[config.mk]
export PLATFORM = sky130hd
export DESIGN_NAME = product_accumulator
export DESIGN_NICKNAME = d
export VERILOG_FILES = /design/src/rtl/product_accumulator.sv
export SDC_FILE = /design/constraint.sdc
export NUM_CORES = 1
export LEC_CHECK = 0
export CAP_MARGIN = 20
export CORE_MARGIN = 5
export CORE_UTILIZATION = 30
export DETAILED_ROUTE_END_ITERATION = 10
export PLACE_DENSITY_LB_ADDON = 0.15
export SETUP_SLACK_MARGIN = 0.15
export SYNTH_ARGS = -nofsm -noshare
export SYNTH_HDL_FRONTEND = slang
export SYNTH_SLANG_ARGS = --single-unit
[constraint.sdc]
create_clock -name clk -period 3.7 [get_ports clk]
set_input_delay 0.925 -clock clk [delete_from_list [all_inputs] [get_ports clk]]
set_output_delay 0.925 -clock clk [all_outputs]
set_load 0.01 [all_outputs]
[src/rtl/product_accumulator.sv]
// -----------------------------------------------------------------------------
// product_accumulator
//
// Accumulates a run of signed 16-bit products from an upstream 8x8 Booth
// multiplier into a saturating signed accumulator. A run is opened by a
// single-cycle start pulse, which also captures the run length. Products are
// accepted with a valid/ready handshake. After the last product the result is
// held with res_valid until the downstream side takes it.
//
// Ports
//   clk         rising-edge clock for all state
//   rst_n       synchronous active-low reset
//   start       request to begin a run (looked at only in IDLE)
//   len         number of products in the run, captured with start
//   prod        signed two's-complement product
//   prod_valid  prod is valid this cycle
//   prod_ready  block accepts prod this cycle (ACC state only)
//   res         signed accumulated result (always the accumulator value)
//   res_valid   res is valid and held (HOLD state)
//   res_ready   downstream consumes res this cycle
//   sat         sticky saturation flag for the current or last run
//   busy        high in any state other than IDLE
// -----------------------------------------------------------------------------
module product_accumulator #(
    parameter int ACC_W = 24,
    parameter int LEN_W = 4
) (
    input  logic             clk,
    input  logic             rst_n,
    input  logic             start,
    input  logic [LEN_W-1:0] len,
    input  logic [15:0]      prod,
    input  logic             prod_valid,
    output logic             prod_ready,
    output logic [ACC_W-1:0] res,
    output logic             res_valid,
    input  logic             res_ready,
    output logic             sat,
    output logic             busy
);

    typedef enum logic [1:0] {
        IDLE = 2'd0,
        ACC  = 2'd1,
        HOLD = 2'd2
    } state_t;

    // Sign-extension width needed to bring prod up to ACC_W+1 bits.
    localparam int EXT_W = ACC_W + 1 - 16;

    localparam logic [ACC_W-1:0] ACC_MAX = {1'b0, {(ACC_W-1){1'b1}}};
    localparam logic [ACC_W-1:0] ACC_MIN = {1'b1, {(ACC_W-1){1'b0}}};

    state_t           state_q, state_d;
    logic [ACC_W-1:0] acc_q,   acc_d;
    logic [LEN_W-1:0] rem_q,   rem_d;
    logic             sat_q,   sat_d;

    logic [ACC_W:0]   sum;
    logic             overflow;

    // One guard bit above the accumulator: overflow shows up as the top two
    // bits disagreeing, and the guard bit gives the true sign of the sum.
    assign sum      = {acc_q[ACC_W-1], acc_q} + {{EXT_W{prod[15]}}, prod};
    assign overflow = sum[ACC_W] ^ sum[ACC_W-1];

    always_comb begin
        state_d = state_q;
        acc_d   = acc_q;
        rem_d   = rem_q;
        sat_d   = sat_q;

        case (state_q)
            IDLE: begin
                if (start) begin
                    rem_d   = len;
                    acc_d   = '0;
                    sat_d   = 1'b0;
                    state_d = (len == '0) ? HOLD : ACC;
                end
            end

            ACC: begin
                // prod_ready is implied by being in ACC.
                if (prod_valid) begin
                    if (overflow) begin
                        acc_d = sum[ACC_W] ? ACC_MIN : ACC_MAX;
                        sat_d = 1'b1;
                    end else begin
                        acc_d = sum[ACC_W-1:0];
                    end
                    rem_d = rem_q - LEN_W'(1);
                    if (rem_q == LEN_W'(1)) begin
                        state_d = HOLD;
                    end
                end
            end

            HOLD: begin
                // start is deliberately not looked at here, even on the
                // handshake cycle.
                if (res_ready) begin
                    state_d = IDLE;
                end
            end

            default: begin
                state_d = IDLE;
            end
        endcase
    end

    always_ff @(posedge clk) begin
        if (!rst_n) begin
            state_q <= IDLE;
            acc_q   <= '0;
            rem_q   <= '0;
            sat_q   <= 1'b0;
        end else begin
            state_q <= state_d;
            acc_q   <= acc_d;
            rem_q   <= rem_d;
            sat_q   <= sat_d;
        end
    end

    // All outputs decode straight from flops, so they are glitch-free.
    assign prod_ready = (state_q == ACC);
    assign res_valid  = (state_q == HOLD);
    assign busy       = (state_q != IDLE);
    assign res        = acc_q;
    assign sat        = sat_q;

endmodule

==> flow_metrics.py, run 1 <==
metrics = {
    "status": {
        "status": "finished, final reports clean",
    },
    "yosys": {
        "synth_xor_area_frac": 0.06802,
        "ys_dominant_reg_cell": "dfxtp_1",
        "syn_nets": 395,
        "synth_edf_count": 0,
        "synth_compound_area_frac": 0.2943,
        "synthMuxAreaShare": 0.003859,
        "synth.top_cell.area_share": 0.2393,
        "avgSynthCellArea_um2": 7.562,
        "async_flop_share": 0,
        "synth.cells.most_frequent": "nand2_1, a21oi_1, dfxtp_1",
        "ys_ff_latch": 31,
        "yosysUniqueCellTypes": 56,
        "synth_top_area_cell": "dfxtp_1",
        "synth_top_family_by_area": "compound AO/OA/AOI/OAI gates",
        "yosysSeqAreaShare": 0.2393,
        "synth-simple-area-share": 0.2219,
        "syn-cell-area_um2": 2594,
        "synthAdderAreaFrac": 0.1331,
        "ys_warn_count": 0,
        "synth_most_common_cell": "nand2_1",
        "yosys-top-cells-area": "dfxtp_1, ha_1, nand2_1, a21oi_1, nor2_1",
        "synthCells": 343,
    },
    "worst_hold_path": {
        "hp-start": "res[0]$_SDFFE_PN0P_",
        "hold_end": "res[0]$_SDFFE_PN0P_",
        "holdPathStages": 2,
        "hold_class": "reg2reg",
    },
    "die": {
        "core_area_um2": 8593,
        "fp.dieH_um": 103.0,
        "die_area_um2": 10600,
        "ios": 53,
        "rows": 34,
        "die_x_um": 103.0,
        "floorplan.initialDensity": 0.3018,
    },
    "drt": {
        "via_count": 2790,
        "via_per_inst": 5.110,
        "firstDrtPassIters": 4,
        "wirelength_mm": 8.043,
        "drt-initial-drc-count": 144,
        "antenna_left": 0,
        "wl_per_cell_um": 14.73,
        "post-route-drc-count": 0,
    },
    "sta": {
        "min_period_ns": 3.470,
        "tightest_slew_ns": 0.4726,
        "fin_ws_ns": 0.2300,
        "max_freq_ghz": 0.2882,
        "clock_skew_ns": 0.004497,
        "finalHoldViolations": 0,
        "period_share": 0.9378,
        "finalSetupViolations": 0,
        "finalMaxSlewViolations": 0,
        "holdWs_ns": 0.4666,
        "max_slew_margin": 0.6846,
        "rsz0062_at_grt": "true",
    },
    "pwr": {
        "p_leak_nw": 1.604,
        "p_sw_frac": 0.3249,
        "p_per_area_nw_per_um2": 304.4,
        "power_switching_mw": 0.3746,
        "combPwrFrac": 0.366,
        "ir_worst_vdd_mv": 0.1983,
        "internal-power_mw": 0.7783,
        "pwr-share-clk": 0.307,
        "seqPwrFrac": 0.327,
    },
    "critical_path": {
        "max_stage_delay_ns": 0.41,
        "reg2reg_to": "res[19]$_SDFFE_PN0P_",
        "ff2ff_path_depth": 11,
        "crit_slowest_cell": "clkdlybuf4s50_1",
        "start_kind": "primary input",
        "crit_required_ns": 3.86,
        "path_max_fanout": 5,
        "crit_chain": "clkdlybuf4s50_1 -> ha_1 -> fa_1 -> a21o_1 -> a31o_1 -> nand2_1 -> o221ai_4 -> a31oi_4 -> xnor2_4 -> buf_4 -> a211oi_1 -> a211oi_2",
        "cp_num_buf_inv": 2,
        "critical_path_class": "in2reg",
        "end_kind": "register",
        "crit_arrival_ns": 3.63,
        "r2r-start": "res[0]$_SDFFE_PN0P_",
        "cp_top_family": "compound AO/OA/AOI/OAI gates",
        "r2r_slack_ns": 0.99,
    },
    "grt": {
        "grt_pass1_wl_mm": 12.94,
        "grt_usage": 0.1533,
        "grt_start_max_net_pins": 20,
        "antenna_found_initial": 0,
        "gr-total-overflow": 0,
        "grt_pass1_vias": 2705,
    },
    "placed_design": {
        "hpwlAfterDp_mm": 5.955,
        "numPortBuffers": 52,
        "dp_slack_ns": -0.2151,
        "place_congestion": 0.8265,
    },
    "flow_run": {
        "drv_cap": 0,
    },
    "clocking": {
        "path_clk_slew_ns": 0.07,
        "clock_sink_count": 31,
        "h-tree-depth": 2,
        "cts_tree": "done",
        "cts_buffers": 5,
        "cts_buffer_depth": 2,
        "ctsHoldBuffers": 0,
        "clock_latency_ns": 0.28,
        "root_buffer": "clkbuf_8",
    },
    "layout": {
        "syn_to_final_growth_pct": 46.02,
        "nNetsFinal": 489,
        "drive_gt1_frac": 0.1826,
        "antenna_cells": 0,
    },
}
-- cell type report --
cell class,instances,area [um2]
fillers,878,4806
multi-input cells,291,1994
clock inverters,2,35.03
clock buffers,6,82.58
repair buffers,99,885.9
flip-flops and latches,31,620.6
well taps,108,135.1
inverters,9,33.78
-- per-stage QoR --
step	cells	util	TNS (ns)	cell area (um2)	total power, mW
2_1_floorplan	343	-	0	2594	0.6206
3_3_place_gp	534	0.4109	-3.219	3531	0.7824
3_5_place_dp	534	0.4109	-3.463	3531	0.7832
4_1_cts	544	0.4284	0	3681	1.147
5_1_grt	546	0.4407	0	3787	1.228
6_report	546	0.4407	0	3787	1.153
-- sequential cells by signal, indices dropped and copies added (netlist names) --
signal and flops:
res 24, rem_q 4, state_q 2, sat 1
-- worst max path at each step --
stage	depth (start not counted)	start	slack (ns)	endpoint
after floorplan	11	prod[0]	0.48	res[20]$_SDFFE_PN0P_
after global routing	13	prod[15]	0.07	res[19]$_SDFFE_PN0P_
after global placement	10	prod[1]	-0.20	res[10]$_SDFFE_PN0P_
after detailed placement	10	prod[1]	-0.22	res[10]$_SDFFE_PN0P_
after CTS	12	prod[0]	0.14	res[20]$_SDFFE_PN0P_
final	12	prod[0]	0.23	res[19]$_SDFFE_PN0P_
-- tightest hold or removal path: cells and delay by family (launching register included) --
kind            cells  cell delay (ns)
compound gates      1             0.05
simple gates        1             0.05
flops               1             0.32
-- cells in the final DEF, fill, tap and decap left out, types with 2 or more instances in the layout --
cell              n
o21ai_0          14
nor4_1            2
a211oi_2          6
ha_1             24
nand3_1          13
a21oi_2           2
xor2_1            7
nand2b_1          2
o211a_1           2
clkdlybuf4s50_1  52
a21o_1            9
nor2_1           29
a21oi_1          34
o21a_1            3
inv_1             8
nor3_1            5
dfxtp_1          31
clkbuf_8          6
a211o_1           2
nor3b_1           3
nand3b_1          3
xnor2_1          10
o21ai_1          21
a211oi_1          4
buf_4            46
or3_1             3
or2_2             2
nand2_1          54
o211ai_1          4
-- repair_timing --
item	4_1_cts	5_1_grt
gates cloned	1	1
resized for setup	2	17
setup endpoints to repair	16	24
hold endpoints to repair	0	0
buffers inserted	1	1
pin swaps	1	7
-- power groups by stage --
| stage | combinational, mW | clock [mW] | sequential [mW] |
|---|---|---|---|
| global placement | 0.398 | 0 | 0.384 |
| CTS | 0.407 | 0.363 | 0.377 |
| detailed placement | 0.399 | 0 | 0.384 |
| global route | 0.473 | 0.374 | 0.381 |
| finish | 0.422 | 0.354 | 0.377 |
| floorplan | 0.238 | 0 | 0.382 |
-- routing by layer --
layer  vias up  routed length [um]  global-route usage
met5         -                   0                   0
met4         0                 151             0.04880
met3        13                 304             0.02436
met2        55                3764              0.2516
met1      1284                3823              0.2054
li1       1438                   -                   -
-- kinds of logic (layout without fill, tap and decap cells) --
family,Yosys count,count (layout)
XOR/XNOR,18,19
flip-flops,31,31
buffers and inverters,23,116
multiplexers,1,1
adder cells (fa/ha/maj),27,27
AND/OR/NAND/NOR,126,126
AO/OA/AOI/OAI,117,118
(Power assumes the default switching activity.)
==> run 2, diff against run 1 <==
- CORE_UTILIZATION: 30 -> 52
==> flow_metrics.py, run 2 (synthesized netlist as in run 1, its figures left out) <==
metrics = {
    "status": {
        "status": "finished, final reports clean",
    },
    "sta": {
        "max_slew_margin": 0.6596,
        "tightest_slew_ns": 0.5059,
        "rsz0062_at_grt": "false",
        "finalSetupViolations": 0,
        "fin_ws_ns": 0.2392,
        "finalMaxSlewViolations": 0,
        "period_share": 0.9354,
        "tns_ns": 0,
        "min_period_ns": 3.461,
        "max_freq_ghz": 0.2889,
        "clock_skew_ns": 0.006076,
        "finalHoldViolations": 0,
        "holdWs_ns": 0.4629,
    },
    "critical_path": {
        "end_kind": "register",
        "crit_required_ns": 3.91,
        "crit_arrival_ns": 3.67,
        "crit_chain": "clkdlybuf4s50_1 -> ha_1 -> fa_1 -> a21o_1 -> a31o_1 -> nand2_1 -> o221ai_2 -> a31oi_2 -> xnor2_4 -> buf_12 -> and4b_1 -> a211oi_2",
        "crit_slowest_cell": "clkdlybuf4s50_1",
        "path_max_fanout": 14,
        "start_kind": "primary input",
        "max_stage_delay_ns": 0.41,
        "critical_path_class": "in2reg",
        "cp_top_family": "compound AO/OA/AOI/OAI gates",
        "cp_num_buf_inv": 2,
    },
    "drt": {
        "antenna_left": 0,
        "wirelength_mm": 7.448,
        "drt-initial-drc-count": 171,
        "firstDrtPassIters": 4,
        "via_per_inst": 5.667,
        "wl_per_cell_um": 15.11,
        "via_count": 2794,
        "post-route-drc-count": 0,
    },
    "pwr": {
        "p_leak_nw": 1.536,
        "ir_worst_vdd_mv": 0.1998,
        "p_per_area_nw_per_um2": 311.0,
    },
    "layout": {
        "drive_gt1_frac": 0.1338,
        "syn_to_final_growth_pct": 37.10,
        "stdcell_count": 493,
        "fin_util": 0.7430,
        "final_common_cell": "nand2_1",
        "n_fill_cell": 367,
        "largest_reg_flops": 24,
        "antenna_cells": 0,
        "most-common-layout-cells": "nand2_1, clkdlybuf4s50_1, buf_4",
        "nNetsFinal": 478,
    },
    "clocking": {
        "root_buffer": "clkbuf_8",
        "clock_latency_ns": 0.29,
        "cts_tree": "done",
        "post_cts_buffers": 0,
        "cts_buffer_depth": 2,
        "cts_buffers": 5,
        "ctsHoldBuffers": 0,
        "h-tree-depth": 2,
        "path_clk_slew_ns": 0.06,
        "clock_sink_count": 31,
    },
    "placed_design": {
        "dp_slack_ns": -0.1634,
        "hpwlAfterDp_mm": 5.747,
        "place_inst": 486,
        "numPortBuffers": 52,
        "place_congestion": 0.9062,
    },
    "die": {
        "die_x_um": 80.63,
        "die_area_um2": 6500,
        "rows": 25,
        "fp.dieH_um": 80.63,
        "floorplan.initialDensity": 0.5420,
        "core_area_um2": 4786,
        "ios": 53,
    },
    "grt": {
        "gr-total-overflow": 0,
        "antenna_found_initial": 0,
        "grt_usage": 0.2387,
        "grt_start_max_net_pins": 20,
        "grt_pass1_vias": 2645,
        "grt_pass1_wl_mm": 12.17,
    },
    "flow_run": {
        "drv_cap": 0,
    },
    "worst_hold_path": {
        "hold_class": "reg2reg",
    },
}
## run 2: cell types whose count changed in the layout (fill, tap and decap cells not counted), sizes merged
cell           previous run  this run
clkdlybuf4s50            52        51
xnor2                    12        11
clkinv                    2         1
o2111ai                   2         1
dlygate4sd2               0         1
buf                      47        38
## run 2: worst min-delay path, delay by kind of cell (launching register included)
family	cells	cell delay (ns)
simple gates	1	0.05
compound gates	1	0.05
flops	1	0.32
## run 2: metal layers
layer | track usage | routed length, um
met5 | 0 | 0
met3 | 0.03924 | 418
met1 | 0.2962 | 3269
met2 | 0.4131 | 3613
met4 | 0.08446 | 146
## run 2: per-stage QoR
step	total power [mW]	area (um2)
final	1.106	3556
after global routing	1.172	3556
after CTS	1.107	3541
after detailed placement	0.7797	3440
after global placement	0.7690	3440
after floorplan	0.6206	2594
## run 2: layout make-up
cell class,instances,area (um2),share of cell area
clock buffer,6,72.57,0.02041
clock inverter,1,30.03,0.008445
inverter,9,33.78,0.009500
multi-input combinational,289,1886,0.5303
sequential,31,620.6,0.1745
tap,67,83.83,0.02357
timing repair buffer,90,829.5,0.2333
## run 2: report_power, final
part | internal [mW] | switching [mW]
clock | 0.197 | 0.129
combinational | 0.195 | 0.208
sequential | 0.355 | 0.0222
## run 2: final timing paths
kind / start / endpoint / slack [ns] / cells after the start
worst max-delay path: prod[0] / res[10]$_SDFFE_PN0P_ / 0.24 / 12
worst max register to register: res[0]$_SDFFE_PN0P_ / res[10]$_SDFFE_PN0P_ / 0.98 / 11
worst min register to register: res[5]$_SDFFE_PN0P_ / res[5]$_SDFFE_PN0P_ / 0.46 / 2
worst min-delay path: res[5]$_SDFFE_PN0P_ / res[5]$_SDFFE_PN0P_ / 0.46 / 2
## run 2: timing repair
action                     in CTS  in global routing
pin swaps                       0                  1
gates resized for setup         1                  4
setup endpoints to repair       2                 23
==> run 3, diff against run 2 <==
- clock period: 3.7 -> 3.4 ns (I/O delays scaled with it)
==> flow_metrics.py, run 3 (synthesized netlist as in run 1, its figures left out) <==
metrics = {
    "critical_path": {
        "end_kind": "register",
        "max_stage_delay_ns": 0.41,
        "path_max_fanout": 3,
        "ff2ff_path_depth": 10,
        "r2r-start": "res[1]$_SDFFE_PN0P_",
        "crit_arrival_ns": 3.38,
        "reg2reg_to": "res[18]$_SDFFE_PN0P_",
        "start_kind": "primary input",
        "cp_num_buf_inv": 2,
        "crit_slowest_cell": "clkdlybuf4s50_1",
        "r2r_slack_ns": 0.81,
        "crit_chain": "clkdlybuf4s50_1 -> ha_2 -> fa_2 -> a21o_1 -> a31o_1 -> nand2_2 -> o221ai_4 -> buf_4 -> o211a_1 -> or3_1 -> a21oi_1 -> o21ai_1",
        "critical_path_class": "in2reg",
        "cp_top_family": "compound AO/OA/AOI/OAI gates",
        "crit_required_ns": 3.59,
    },
    "drt": {
        "via_count": 2974,
        "drt-initial-drc-count": 183,
        "post-route-drc-count": 0,
        "antenna_left": 0,
        "via_per_inst": 5.764,
        "wirelength_mm": 8.155,
        "wl_per_cell_um": 15.80,
        "firstDrtPassIters": 5,
    },
    "sta": {
        "holdWs_ns": 0.4608,
        "max_freq_ghz": 0.3141,
        "clock_skew_ns": 0.01145,
        "max_slew_margin": 0.2789,
        "tightest_slew_ns": 1.078,
        "min_period_ns": 3.184,
        "tns_ns": 0,
        "period_share": 0.9365,
        "finalSetupViolations": 0,
        "finalHoldViolations": 0,
        "finalMaxSlewViolations": 0,
        "fin_ws_ns": 0.2160,
        "rsz0062_at_grt": "true",
    },
    "layout": {
        "largest_reg_flops": 24,
        "drive_gt1_frac": 0.2227,
        "final_common_cell": "buf_4",
        "final_area_um2": 3874,
        "stdcell_count": 516,
        "antenna_cells": 0,
        "syn_to_final_growth_pct": 49.35,
        "nNetsFinal": 500,
        "most-common-layout-cells": "buf_4, nand2_1, clkdlybuf4s50_1",
        "fin_util": 0.8094,
    },
    "worst_hold_path": {
        "hold_end": "res[5]$_SDFFE_PN0P_",
        "hold_class": "reg2reg",
        "holdPathStages": 2,
        "hp-start": "res[5]$_SDFFE_PN0P_",
    },
    "grt": {
        "antenna_found_initial": 0,
        "gr-usage-met2": 0.4578,
        "grt.met1_usage": 0.2976,
        "gr-total-overflow": 0,
        "grt_start_max_net_pins": 20,
        "grt-busiest-layer": "met2",
        "grt_pass1_wl_mm": 13.14,
        "grt_pass1_vias": 2933,
        "met3_usage": 0.04260,
        "grt_usage": 0.2562,
    },
    "placed_design": {
        "hpwlAfterDp_mm": 5.859,
        "dp_slack_ns": -0.5078,
        "dpl_cell_area_um2": 3577,
        "numPortBuffers": 52,
        "place_inst": 506,
        "place_congestion": 0.9058,
    },
    "clocking": {
        "ctsHoldBuffers": 0,
        "root_buffer": "clkbuf_8",
        "path_clk_slew_ns": 0.08,
        "clock_latency_ns": 0.29,
        "cts_tree": "done",
        "cts_buffer_depth": 2,
        "cts_buffers": 5,
        "clock_sink_count": 31,
        "h-tree-depth": 2,
    },
    "pwr": {
        "ir_worst_vdd_mv": 0.2684,
        "seqPwrFrac": 0.320,
        "combPwrFrac": 0.377,
        "internal-power_mw": 0.8588,
        "p_total_mw": 1.283,
        "power_switching_mw": 0.4240,
        "p_per_area_nw_per_um2": 331.2,
        "p_sw_frac": 0.3305,
        "p_leak_nw": 1.661,
        "pwr-share-clk": 0.303,
    },
    "die": {
        "ios": 53,
        "fp.dieH_um": 80.63,
        "floorplan.initialDensity": 0.5420,
        "die_x_um": 80.63,
        "rows": 25,
        "die_area_um2": 6500,
        "core_area_um2": 4786,
    },
    "flow_run": {
        "drv_cap": 0,
    },
    "status": {
        "status": "finished, final reports clean",
    },
}
-- run 3: cell count changes in the layout (fill, tap and decap cells not counted), moves of 2 or more --
cell	before	now
a211oi_1	7	3
a211oi_2	3	7
buf_4	36	56
buf_6	0	2
clkdlybuf4s50_1	51	49
dlygate4sd2_1	1	3
ha_1	26	21
ha_2	0	3
ha_4	0	2
nand2_1	55	53
nand2_2	0	2
-- run 3: worst register-to-register path, cell delays in order (launching register included) --
cell	delay (ns)
dfxtp_1	0.45
ha_4	0.25
a211oi_2	0.25
o211ai_1	0.14
a31o_2	0.29
o21a_1	0.19
a41o_4	0.25
xnor2_4	0.17
buf_4	0.17
nor4_4	0.28
o21ai_1	0.08
-- run 3: final cells by class --
class,count,area [um2]
Tap cell,67,83.83
Sequential cell,31,620.6
Fill cell,328,912.1
Multi-Input combinational cell,290,2038
Inverter,9,33.78
Clock buffer,6,82.58
Timing Repair Buffer,111,979.7
Clock inverter,2,35.03
-- run 3: per-layer routing --
layer | routed length (um) | vias up
li1 | - | 1461
met1 | 3450 | 1383
met2 | 4052 | 108
met3 | 454 | 22
met4 | 197 | 0
met5 | 0 | -
-- run 3: power groups by stage --
stage          registers (mW)  clock network (mW)  logic [mW]
3_3_place_gp            0.417                   0       0.434
2_1_floorplan           0.416                   0       0.259
3_5_place_dp            0.417                   0       0.444
6_report                0.411               0.389       0.483
4_1_cts                 0.410               0.390       0.466
5_1_grt                 0.414               0.410       0.527
-- run 3: timing repair --
action                                 in CTS  in global routing
resized for setup                          21                 13
pin swaps                                   9                  5
cloned                                      1                  0
setup endpoints to repair                  24                 24
endpoints found under the hold margin       0                  0
setup buffers                               0                  1
-- run 3: how the worst max path moves through the flow --
stage,start,endpoint,slack [ns],cells after the start
floorplan,prod[0],res[20]$_SDFFE_PN0P_,0.26,11
global placement,prod[15],res[18]$_SDFFE_PN0P_,-0.48,11
detailed placement,prod[15],res[18]$_SDFFE_PN0P_,-0.51,11
CTS,prod[4],res[10]$_SDFFE_PN0P_,0.15,11
global route,prod[5],res[10]$_SDFFE_PN0P_,0.12,11
finish,prod[0],res[22]$_SDFFE_PN0P_,0.22,12
